`src/rtl/mat_nxn_seq_multiplier_if.sv`:
```
// Handshake and matrix bus of the sequential NxN multiplier.
// The producer/consumer side uses the master modport; the multiplier uses slave.
interface mat_nxn_seq_multiplier_if #(
    parameter int N     = 4,
    parameter int DW    = 4,
    parameter int OUT_W = 2 * DW
);
    logic                   in_valid;
    logic                   in_ready;
    logic [N*N*DW-1:0]      a_mat;
    logic [N*N*DW-1:0]      b_mat;
    logic                   out_valid;
    logic                   out_ready;
    logic [N*N*OUT_W-1:0]   c_mat;
    logic                   ovf;
    logic                   busy;

    modport master (
        output in_valid, a_mat, b_mat, out_ready,
        input  in_ready, out_valid, c_mat, ovf, busy
    );

    modport slave (
        input  in_valid, a_mat, b_mat, out_ready,
        output in_ready, out_valid, c_mat, ovf, busy
    );
endinterface

```
`src/rtl/mat_nxn_seq_multiplier.sv`:
```
// Sequential NxN unsigned matrix multiplier, one time-shared MAC, N^3 cycles per product.
// Define MAT_SAT_EN for saturating write-back; otherwise results wrap to OUT_W bits.
module mat_nxn_seq_multiplier #(
    parameter int N     = 4,
    parameter int DW    = 4,
    parameter int OUT_W = 2 * DW
) (
    input  logic clk,
    input  logic rst_n,
    mat_nxn_seq_multiplier_if.slave bus
);
    localparam int IW    = $clog2(N);
    localparam int EW    = $clog2(N * N);
    localparam int ACC_W = 2 * DW + $clog2(N);
    localparam int CMP_W = ((ACC_W > OUT_W) ? ACC_W : OUT_W) + 1;
    localparam logic [IW-1:0] LAST = IW'(N - 1);

    typedef enum logic [1:0] {S_IDLE, S_COMPUTE, S_DONE} state_t;

    state_t              r_state;
    state_t              w_state_next;
    logic                r_init;
    logic [N*N*DW-1:0]   r_a;
    logic [N*N*DW-1:0]   r_b;
    logic [IW-1:0]       r_i;
    logic [IW-1:0]       r_j;
    logic [IW-1:0]       r_k;
    logic [ACC_W-1:0]    r_acc;
    logic                r_ovf;

    logic [DW-1:0]       w_a_el [N*N];
    logic [DW-1:0]       w_b_el [N*N];
    logic [EW-1:0]       w_a_idx;
    logic [EW-1:0]       w_b_idx;
    logic [EW-1:0]       w_c_idx;
    logic [2*DW-1:0]     w_prod;
    logic [ACC_W-1:0]    w_sum;
    logic [CMP_W-1:0]    w_sum_ext;
    logic                w_elem_ovf;
    logic [OUT_W-1:0]    w_wb_val;
    logic                w_wb_en;
    logic                w_accept;
    logic                w_in_ready;
    logic                w_k_last;
    logic                w_j_last;
    logic                w_i_last;

    // r_init keeps in_ready low until the first clock after reset release
    assign w_in_ready    = (r_state == S_IDLE) && r_init;
    assign w_accept      = w_in_ready && bus.in_valid;
    assign bus.in_ready  = w_in_ready;
    assign bus.busy      = (r_state == S_COMPUTE);
    assign bus.out_valid = (r_state == S_DONE);
    assign bus.ovf       = r_ovf;

    assign w_k_last = (r_k == LAST);
    assign w_j_last = (r_j == LAST);
    assign w_i_last = (r_i == LAST);

    assign w_a_idx = EW'(r_i) * EW'(N) + EW'(r_k);
    assign w_b_idx = EW'(r_k) * EW'(N) + EW'(r_j);
    assign w_c_idx = EW'(r_i) * EW'(N) + EW'(r_j);

    assign w_prod     = w_a_el[w_a_idx] * w_b_el[w_b_idx];
    assign w_sum      = r_acc + ACC_W'(w_prod);
    assign w_sum_ext  = CMP_W'(w_sum);
    assign w_elem_ovf = |w_sum_ext[CMP_W-1:OUT_W];
    assign w_wb_en    = (r_state == S_COMPUTE) && w_k_last;

`ifdef MAT_SAT_EN
    assign w_wb_val = w_elem_ovf ? {OUT_W{1'b1}} : w_sum_ext[OUT_W-1:0];
`else
    assign w_wb_val = w_sum_ext[OUT_W-1:0];
`endif

    genvar gi;
    generate
        for (gi = 0; gi < N * N; gi++) begin : g_elem
            logic [OUT_W-1:0] r_c;

            assign w_a_el[gi] = r_a[gi*DW +: DW];
            assign w_b_el[gi] = r_b[gi*DW +: DW];
            assign bus.c_mat[gi*OUT_W +: OUT_W] = r_c;

            always_ff @(posedge clk or negedge rst_n) begin
                if (!rst_n)
                    r_c <= '0;
                else if (w_wb_en && (w_c_idx == EW'(gi)))
                    r_c <= w_wb_val;
            end
        end
    endgenerate

    always_ff @(posedge clk or negedge rst_n) begin
        if (!rst_n)
            r_state <= S_IDLE;
        else
            r_state <= w_state_next;
    end

    always_comb begin
        w_state_next = r_state;
        case (r_state)
            S_IDLE:    if (w_accept) w_state_next = S_COMPUTE;
            S_COMPUTE: if (w_k_last && w_j_last && w_i_last) w_state_next = S_DONE;
            S_DONE:    if (bus.out_ready) w_state_next = S_IDLE;
            default:   w_state_next = S_IDLE;
        endcase
    end

    always_ff @(posedge clk or negedge rst_n) begin
        if (!rst_n) begin
            r_init <= 1'b0;
            r_a    <= '0;
            r_b    <= '0;
            r_i    <= '0;
            r_j    <= '0;
            r_k    <= '0;
            r_acc  <= '0;
            r_ovf  <= 1'b0;
        end else begin
            r_init <= 1'b1;
            case (r_state)
                S_IDLE: begin
                    if (w_accept) begin
                        r_a   <= bus.a_mat;
                        r_b   <= bus.b_mat;
                        r_i   <= '0;
                        r_j   <= '0;
                        r_k   <= '0;
                        r_acc <= '0;
                        r_ovf <= 1'b0;
                    end
                end
                S_COMPUTE: begin
                    if (!w_k_last) begin
                        r_acc <= w_sum;
                        r_k   <= r_k + IW'(1);
                    end else begin
                        r_acc <= '0;
                        r_k   <= '0;
                        r_ovf <= r_ovf | w_elem_ovf;
                        if (w_j_last) begin
                            r_j <= '0;
                            r_i <= w_i_last ? '0 : r_i + IW'(1);
                        end else begin
                            r_j <= r_j + IW'(1);
                        end
                    end
                end
                default: ;
            endcase
        end
    end
endmodule
```
`src/flat_wrapper.sv`:
```
// flat-port wrapper written by rule: the top's interface ports become plain ports
module mat_nxn_seq_multiplier_flat 
#(
    parameter int N     = 4,
    parameter int DW    = 4,
    parameter int OUT_W = 2 * DW
)
  (clk, rst_n, bus_in_valid, bus_a_mat, bus_b_mat, bus_out_ready, bus_in_ready, bus_out_valid, bus_c_mat, bus_ovf, bus_busy);
  mat_nxn_seq_multiplier_if #(.N(N), .DW(DW), .OUT_W(OUT_W)) bus_i ();
  input  logic clk;
  input  logic rst_n;
  input wire logic [$bits(bus_i.in_valid)-1:0] bus_in_valid;
  input wire logic [$bits(bus_i.a_mat)-1:0] bus_a_mat;
  input wire logic [$bits(bus_i.b_mat)-1:0] bus_b_mat;
  input wire logic [$bits(bus_i.out_ready)-1:0] bus_out_ready;
  output wire logic [$bits(bus_i.in_ready)-1:0] bus_in_ready;
  output wire logic [$bits(bus_i.out_valid)-1:0] bus_out_valid;
  output wire logic [$bits(bus_i.c_mat)-1:0] bus_c_mat;
  output wire logic [$bits(bus_i.ovf)-1:0] bus_ovf;
  output wire logic [$bits(bus_i.busy)-1:0] bus_busy;
  assign bus_i.in_valid = bus_in_valid;
  assign bus_i.a_mat = bus_a_mat;
  assign bus_i.b_mat = bus_b_mat;
  assign bus_i.out_ready = bus_out_ready;
  assign bus_in_ready = bus_i.in_ready;
  assign bus_out_valid = bus_i.out_valid;
  assign bus_c_mat = bus_i.c_mat;
  assign bus_ovf = bus_i.ovf;
  assign bus_busy = bus_i.busy;
  mat_nxn_seq_multiplier #(.N(N), .DW(DW), .OUT_W(OUT_W)) u_core (.clk(clk), .rst_n(rst_n), .bus(bus_i));
endmodule
```
`config.mk`:
```
export PLATFORM = sky130hd
export DESIGN_NAME = mat_nxn_seq_multiplier_flat
export DESIGN_NICKNAME = d
export VERILOG_FILES = /design/src/rtl/mat_nxn_seq_multiplier_if.sv /design/src/rtl/mat_nxn_seq_multiplier.sv /design/src/flat_wrapper.sv
export SDC_FILE = /design/constraint.sdc
export NUM_CORES = 1
export LEC_CHECK = 0
export BUFFER_PORTS_ARGS = -buffer_cell sky130_fd_sc_hd__buf_4
export CAP_MARGIN = 10
export CORE_ASPECT_RATIO = 1.2
export CORE_MARGIN = 3
export CORE_UTILIZATION = 35
export CTS_BUF_LIST = sky130_fd_sc_hd__clkbuf_4 sky130_fd_sc_hd__clkbuf_8 sky130_fd_sc_hd__clkbuf_16
export CTS_CLUSTER_DIAMETER = 30
export DETAILED_ROUTE_END_ITERATION = 8
export PLACE_DENSITY = 0.62
export SLEW_MARGIN = 10
export SYNTH_ARGS = -nofsm -noshare
export SYNTH_HDL_FRONTEND = slang
export SYNTH_SLANG_ARGS = --single-unit
```
`constraint.sdc`:
```
create_clock -name clk -period 7.4 [get_ports clk]
set_clock_uncertainty 0.1 [all_clocks]
set_input_delay 0.74 -clock clk [delete_from_list [all_inputs] [get_ports clk]]
set_output_delay 0.74 -clock clk [all_outputs]
set_load 0.01 [all_outputs]
```
### Word-level counts from Yosys, hierarchy flattened

Cells that the tools add are included.

| operators by class | value |
|---|---|
| equality and inequality tests | 25 |
| $lt $le $gt $ge | 2 |
| shift-type cells | 0 |
| $mul | 1 |
| bitwise gates (word level) | 3 |
| add/subtract/negate cells | 7 |
| reduce and logical (&&, ||, !) cells | 30 |
| div/mod/pow operators | 0 |
| muxes and demuxes | 26 |

Operators with widths:

| operator | count |
|---|---|
| $bmux 4 s4 | 2 |
| $eq 4x4->1 const B | 8 |
| $logic_and 1x1->1 | 21 |
| $mux 10 | 2 |
| $mux 2 | 10 |
| $pmux 10 s2 | 1 |
| $eq 4x3->1 const B | 4 |
| $mux 4 | 4 |
| $add 4x2->4 | 3 |
| $pmux 2 s2 | 3 |
| $add 10x8->10 | 1 |
| $ge 5x5->1 const B | 2 |
| $not 4->5 | 2 |
| $eq 2x2->1 const B | 4 |
| $eq 4x2->1 const B | 2 |
| $mul 4x4->8 | 1 |
| $ne 2x1->1 const B | 4 |
| $add 2x1->2 const B | 3 |
| $pmux 2 s3 | 1 |
| $reduce_and 3->1 | 2 |
| $eq 4x1->1 const B | 1 |
| $logic_not 4->1 | 1 |
| $reduce_and 2->1 | 2 |
| $reduce_and 4->1 | 1 |
| other kinds (8) | 9 |

| storage, ports and cells | value |
|---|---|
| bits in latches | 0 |
| flip-flop bits (word level) | 276 |
| bits in writable memories | 0 |
| output and inout bits | 132 |
| memory bits (read-only) | 0 |
| memories | 0 |

### Longest topological paths before layout

| logic depth | value |
|---|---|
| word-level depth | 11 |
| mapped depth | 18 |
| mapped depth without buffers | 15 |

### Least setup slack after synthesis

OpenSTA, ideal clock, no wires.

| path | value |
|---|---|
| path kind | reg2reg |
| start | reg u_core.r_j[1] |
| end | reg u_core.g_elem[10].r_c[6] |
| period minus slack after synthesis | 5097 ps |
| path buffers | 3 |
| setup slack | 2303 ps |
| data required time | 7167 ps |
| arrival | 4864 ps |
| cell stages (with the launch flop) | 17 |
| cell sequence | dfrtp_1 clkbuf_1 buf_1 mux4_2 mux4_2 nand2_1 fa_1 fa_1 fa_1 inv_1 ha_1 o21ai_0 o21bai_1 a21oi_1 xor2_1 clkbuf_1 o21ai_0 |

| on the way | value |
|---|---|
| word-level cells in the longest chain between the ends | 7 |
| elaborated cells between the ends (all ways) | 10 |

RTL lines:

| element | RTL line | RTL |
|---|---|---|
| from (decl) | mat_nxn_seq_multiplier.sv:26 | `logic [IW-1:0] r_j;` |
| from (signal assigned) | mat_nxn_seq_multiplier.sv:147 | `r_j <= r_j + IW'(1);` |
| $add 4x2->4 | mat_nxn_seq_multiplier.sv:61 | `assign w_b_idx = EW'(r_k) * EW'(N) + EW'(r_j);` |
| $not 4->5 (not written as such) | mat_nxn_seq_multiplier.sv:64 | `assign w_prod = w_a_el[w_a_idx] * w_b_el[w_b_idx];` |
| $bmux 4 s4 | mat_nxn_seq_multiplier.sv:64 |  |
| $mux 4 (not written as such) (2 in series) | mat_nxn_seq_multiplier.sv:64 |  |
| $mul 4x4->8 | mat_nxn_seq_multiplier.sv:64 |  |
| $add 10x8->10 | mat_nxn_seq_multiplier.sv:65 | `assign w_sum = r_acc + ACC_W'(w_prod);` |
| to (signal assigned) | mat_nxn_seq_multiplier.sv:89 | `r_c <= w_wb_val;` |
| to (decl) | mat_nxn_seq_multiplier.sv:79 | `logic [OUT_W-1:0] r_c;` |

Several ways; a longest one is shown, not always the timed one. The select of a mux whose other input is x is not followed.
A chain may end at the register's enable or synchronous reset.

### Worst setup path after layout

| path | value |
|---|---|
| start | reg u_core.r_j[0] |
| end | reg u_core.g_elem[8].r_c[6] |

| on the way | value |
|---|---|
| word-level cells in the longest chain between the ends | 7 |
| elaborated cells between the ends (all ways) | 10 |

RTL lines:

| element | RTL line |
|---|---|
| $add 4x2->4 | mat_nxn_seq_multiplier.sv:61 |
| $not 4->5 (not written as such) | mat_nxn_seq_multiplier.sv:64 |
| $bmux 4 s4 | mat_nxn_seq_multiplier.sv:64 |
| $mux 4 (not written as such) (2 in series) | mat_nxn_seq_multiplier.sv:64 |
| $mul 4x4->8 | mat_nxn_seq_multiplier.sv:64 |
| $add 10x8->10 | mat_nxn_seq_multiplier.sv:65 |
| to (signal assigned) | mat_nxn_seq_multiplier.sv:89 |
| to (decl) | mat_nxn_seq_multiplier.sv:79 |

Several ways; a longest one is shown, not always the timed one. The select of a mux whose other input is x is not followed.

==> impl_metrics.json <==
{
  "antenna-diode-count": 0,
  "synth_async_sr_flop_share": 1.00,
  "cp-start-kind": "register",
  "cts_root_buf": "sky130_fd_sc_hd__clkbuf_16",
  "ys.warnings.count": 0,
  "synth.ff_latch_count": 276,
  "grt_pass1_wl_um": 48900,
  "timing.setup.tns_ns": 0,
  "die_height_um": 210,
  "synth_edf_count": 0,
  "antenna_left": 0,
  "layout.cells.most_common": "sky130_fd_sc_hd__dfrtp_1",
  "floorplan.io_pins": 264,
  "worst-r2r-setup-slack_ns": 1.41,
  "postCtsSetupRepairBufs": 0,
  "num_vias": 7967,
  "floorplan.initialDensity": 0.360,
  "regToRegStartpoint": "u_core.r_j[0]",
  "drcViolationCount": 0,
  "hold_class": "input pin to async pin",
  "setup_viol": 0,
  "post_cts_resize_count": 0,
  "core_area_um2": 33600,
  "hold_viol_final": 0,
  "timing.reg2reg.worst_path_depth": 13,
  "max_slew.worst_pin.slew_ns": 1.12,
  "number_of_antenna_violations_at_the_first_check_in_global_routing": 0,
  "cts_made_buffers": 56,
  "synth.distinct_cells": 38,
  "endpoint_class_of_the_critical_path": "register",
  "mostFrequentLayoutCells": "276 x sky130_fd_sc_hd__dfrtp_1, 266 x sky130_fd_sc_hd__buf_4, 176 x sky130_fd_sc_hd__mux2_2",
  "maximum_number_of_pins_on_one_net_before_global_route_repair": 148,
  "slew-limit-headroom": 0.251,
  "gpl.final_weighted_congestion": 0.765,
  "outcome": "complete, no violations",
  "grt_overflow": 0,
  "synth_cells": 880,
  "detailedRoute.firstIterationViolations": 492,
  "ys.flop_type": "sky130_fd_sc_hd__dfrtp_1",
  "critPathArrivalTime_ns": 6.29,
  "clk_pin_slew_worst_paths_ns": 0.05,
  "synthesis.area_um2": 12100,
  "core.rowCount": 73,
  "finalWirelength_um": 31500,
  "clkSinkCount": 276,
  "drt-wirelength-per-cell_um": 19.1,
  "rsz0062_at_grt": "false",
  "postSynthAreaPerCell_um2": 13.7,
  "cts.hold.buffers_added": 0,
  "clock_tree.htree_level_count": 2,
  "syn-num-nets": 1048,
  "grt_usage": 0.170,
  "cap_viol_max_count": 0,
  "timing_max_transition_violations_final": 0,
  "hpwlAfterDp_um": 22100,
  "via_count_of_the_first_global_routing_pass": 8402,
  "final_net_count": 1323,
  "area.growth.synth_to_final_pct": 36.9,
  "final_layout_size_suffix_gt1_frac": 0.478,
  "vias_per_std_cell": 4.83,
  "r2r-end": "u_core.g_elem[8].r_c[6]",
  "clock_tree.buffer_depth": 3,
  "fp.dieArea_um2": 36800,
  "final_min_period_over_clock_period": 0.810,
  "synth-seq-area-share": 0.571,
  "worstPathRequired_ns": 7.69,
  "finalCriticalPeriod_ns": 5.99,
  "critical_path.max_fanout": 20,
  "cts_tree": "yes",
  "horizontal_die_dimension_um": 176,
  "criticalPathCategory": "register to register",
  "clock.fmax_ghz": 0.167,
  "numPortBuffers": 263,
  "insertion_delay_ns": 0.57,
  "drt-pass1-iter-count": 4
}
-- how the worst max path moves through the flow --
stage,depth (start not counted),slack (ns),from,end
detailed placement,12,1.34,u_core.r_j[0],u_core.g_elem[10].r_c[7]
finish,13,1.41,u_core.r_j[0],u_core.g_elem[8].r_c[6]
floorplan,16,2.30,u_core.r_j[1],u_core.g_elem[10].r_c[6]
global placement,12,1.46,u_core.r_j[0],u_core.g_elem[5].r_c[7]
global route,13,0.92,u_core.r_j[0],u_core.g_elem[3].r_c[6]
CTS,12,1.34,u_core.r_j[0],u_core.g_elem[5].r_c[7]
-- synth_stat cells (all sizes together), types with 2 or more instances --
| cell | n | area (um2) |
|---|---|---|
| a22o | 5 | 43.8 |
| dfrtp | 276 | 6910 |
| a21oi | 5 | 25.0 |
| mux4 | 40 | 976 |
| nor2 | 7 | 26.3 |
| and2 | 14 | 87.6 |
| xnor2 | 2 | 17.5 |
| mux2 | 176 | 1980 |
| fa | 9 | 180 |
| a21o | 4 | 30.0 |
| xor2 | 3 | 26.3 |
| a211oi | 2 | 15.0 |
| ha | 27 | 338 |
| inv | 27 | 101 |
| buf | 28 | 175 |
| o21ai | 92 | 460 |
| nor3 | 2 | 10.0 |
| nand2b | 4 | 25.0 |
| o31ai | 3 | 22.5 |
| clkbuf | 23 | 86.3 |
| nand2 | 104 | 390 |
| nand3 | 15 | 75.1 |
| o21bai | 2 | 15.0 |
-- per-layer routing --
layer | part of all wire | global-route usage | vias to the layer above
met5 | 0 | 0 | -
met4 | 0.021 | 0.0492 | 0
met3 | 0.056 | 0.0429 | 42
met2 | 0.52 | 0.298 | 229
met1 | 0.40 | 0.206 | 3993
li1 | - | - | 3703
-- cells by family after synthesis --
family / after synthesis / share of synthesized area
flip-flops: 276 / 0.571
adder cells (fa/ha/maj): 36 / 0.0429
buffers and inverters: 79 / 0.0303
AND/OR/NAND/NOR: 150 / 0.0533
AO/OA/AOI/OAI: 116 / 0.0525
XOR/XNOR: 5 / 0.00362
other: 1 / 0.000310
multiplexers: 217 / 0.246
-- metrics by stage --
| stage | hold slack, ns | instance area, um2 | cells | utilization | setup WS (ns) |
|---|---|---|---|---|---|
| after floorplan | 0.344 | 12100 | 880 | - | 2.30 |
| after global placement | 0.365 | 14500 | 1547 | 0.430 | 1.46 |
| after detailed placement | 0.372 | 14500 | 1547 | 0.430 | 1.34 |
| after CTS | 0.229 | 16500 | 1650 | 0.492 | 1.34 |
| after global routing | 0.269 | 16500 | 1650 | 0.492 | 0.918 |
| final | 0.171 | 16500 | 1650 | 0.492 | 1.41 |
-- area by class of cell --
cell class,instances,area [um2]
repair buffers,268,2030
clock inverters,34,507
flip-flops and latches,276,6910
clock buffers,69,1580
inverters,28,105
fillers,3006,17100
multi-input cells,525,4850
well taps,450,563
-- sequential cells by signal (all words and copies together), names as in the netlist --
name,count
u_core.g_elem.r_c,128
u_core.r_a,64
u_core.r_b,64
u_core.r_acc,10
u_core.r_i,2
u_core.r_j,2
u_core.r_k,2
u_core.r_state,2
u_core.bus.ovf,1
u_core.r_init,1
-- critical path, stage by stage (launching register included) --
cell and delay, ns:
sky130_fd_sc_hd__dfrtp_1 1.02, sky130_fd_sc_hd__mux4_1 0.67, sky130_fd_sc_hd__mux4_2 0.51, sky130_fd_sc_hd__nand2_1 0.11
sky130_fd_sc_hd__fa_1 0.45, sky130_fd_sc_hd__fa_1 0.52, sky130_fd_sc_hd__fa_1 0.55, sky130_fd_sc_hd__inv_1 0.04
sky130_fd_sc_hd__ha_1 0.37, sky130_fd_sc_hd__o21ai_0 0.27, sky130_fd_sc_hd__o21bai_1 0.09, sky130_fd_sc_hd__a21oi_1 0.25
sky130_fd_sc_hd__xor2_2 0.64, sky130_fd_sc_hd__o21ai_0 0.20
Power is not shown: default switching activity piles up to over one toggle a cycle in this logic, so the estimate is an artifact.
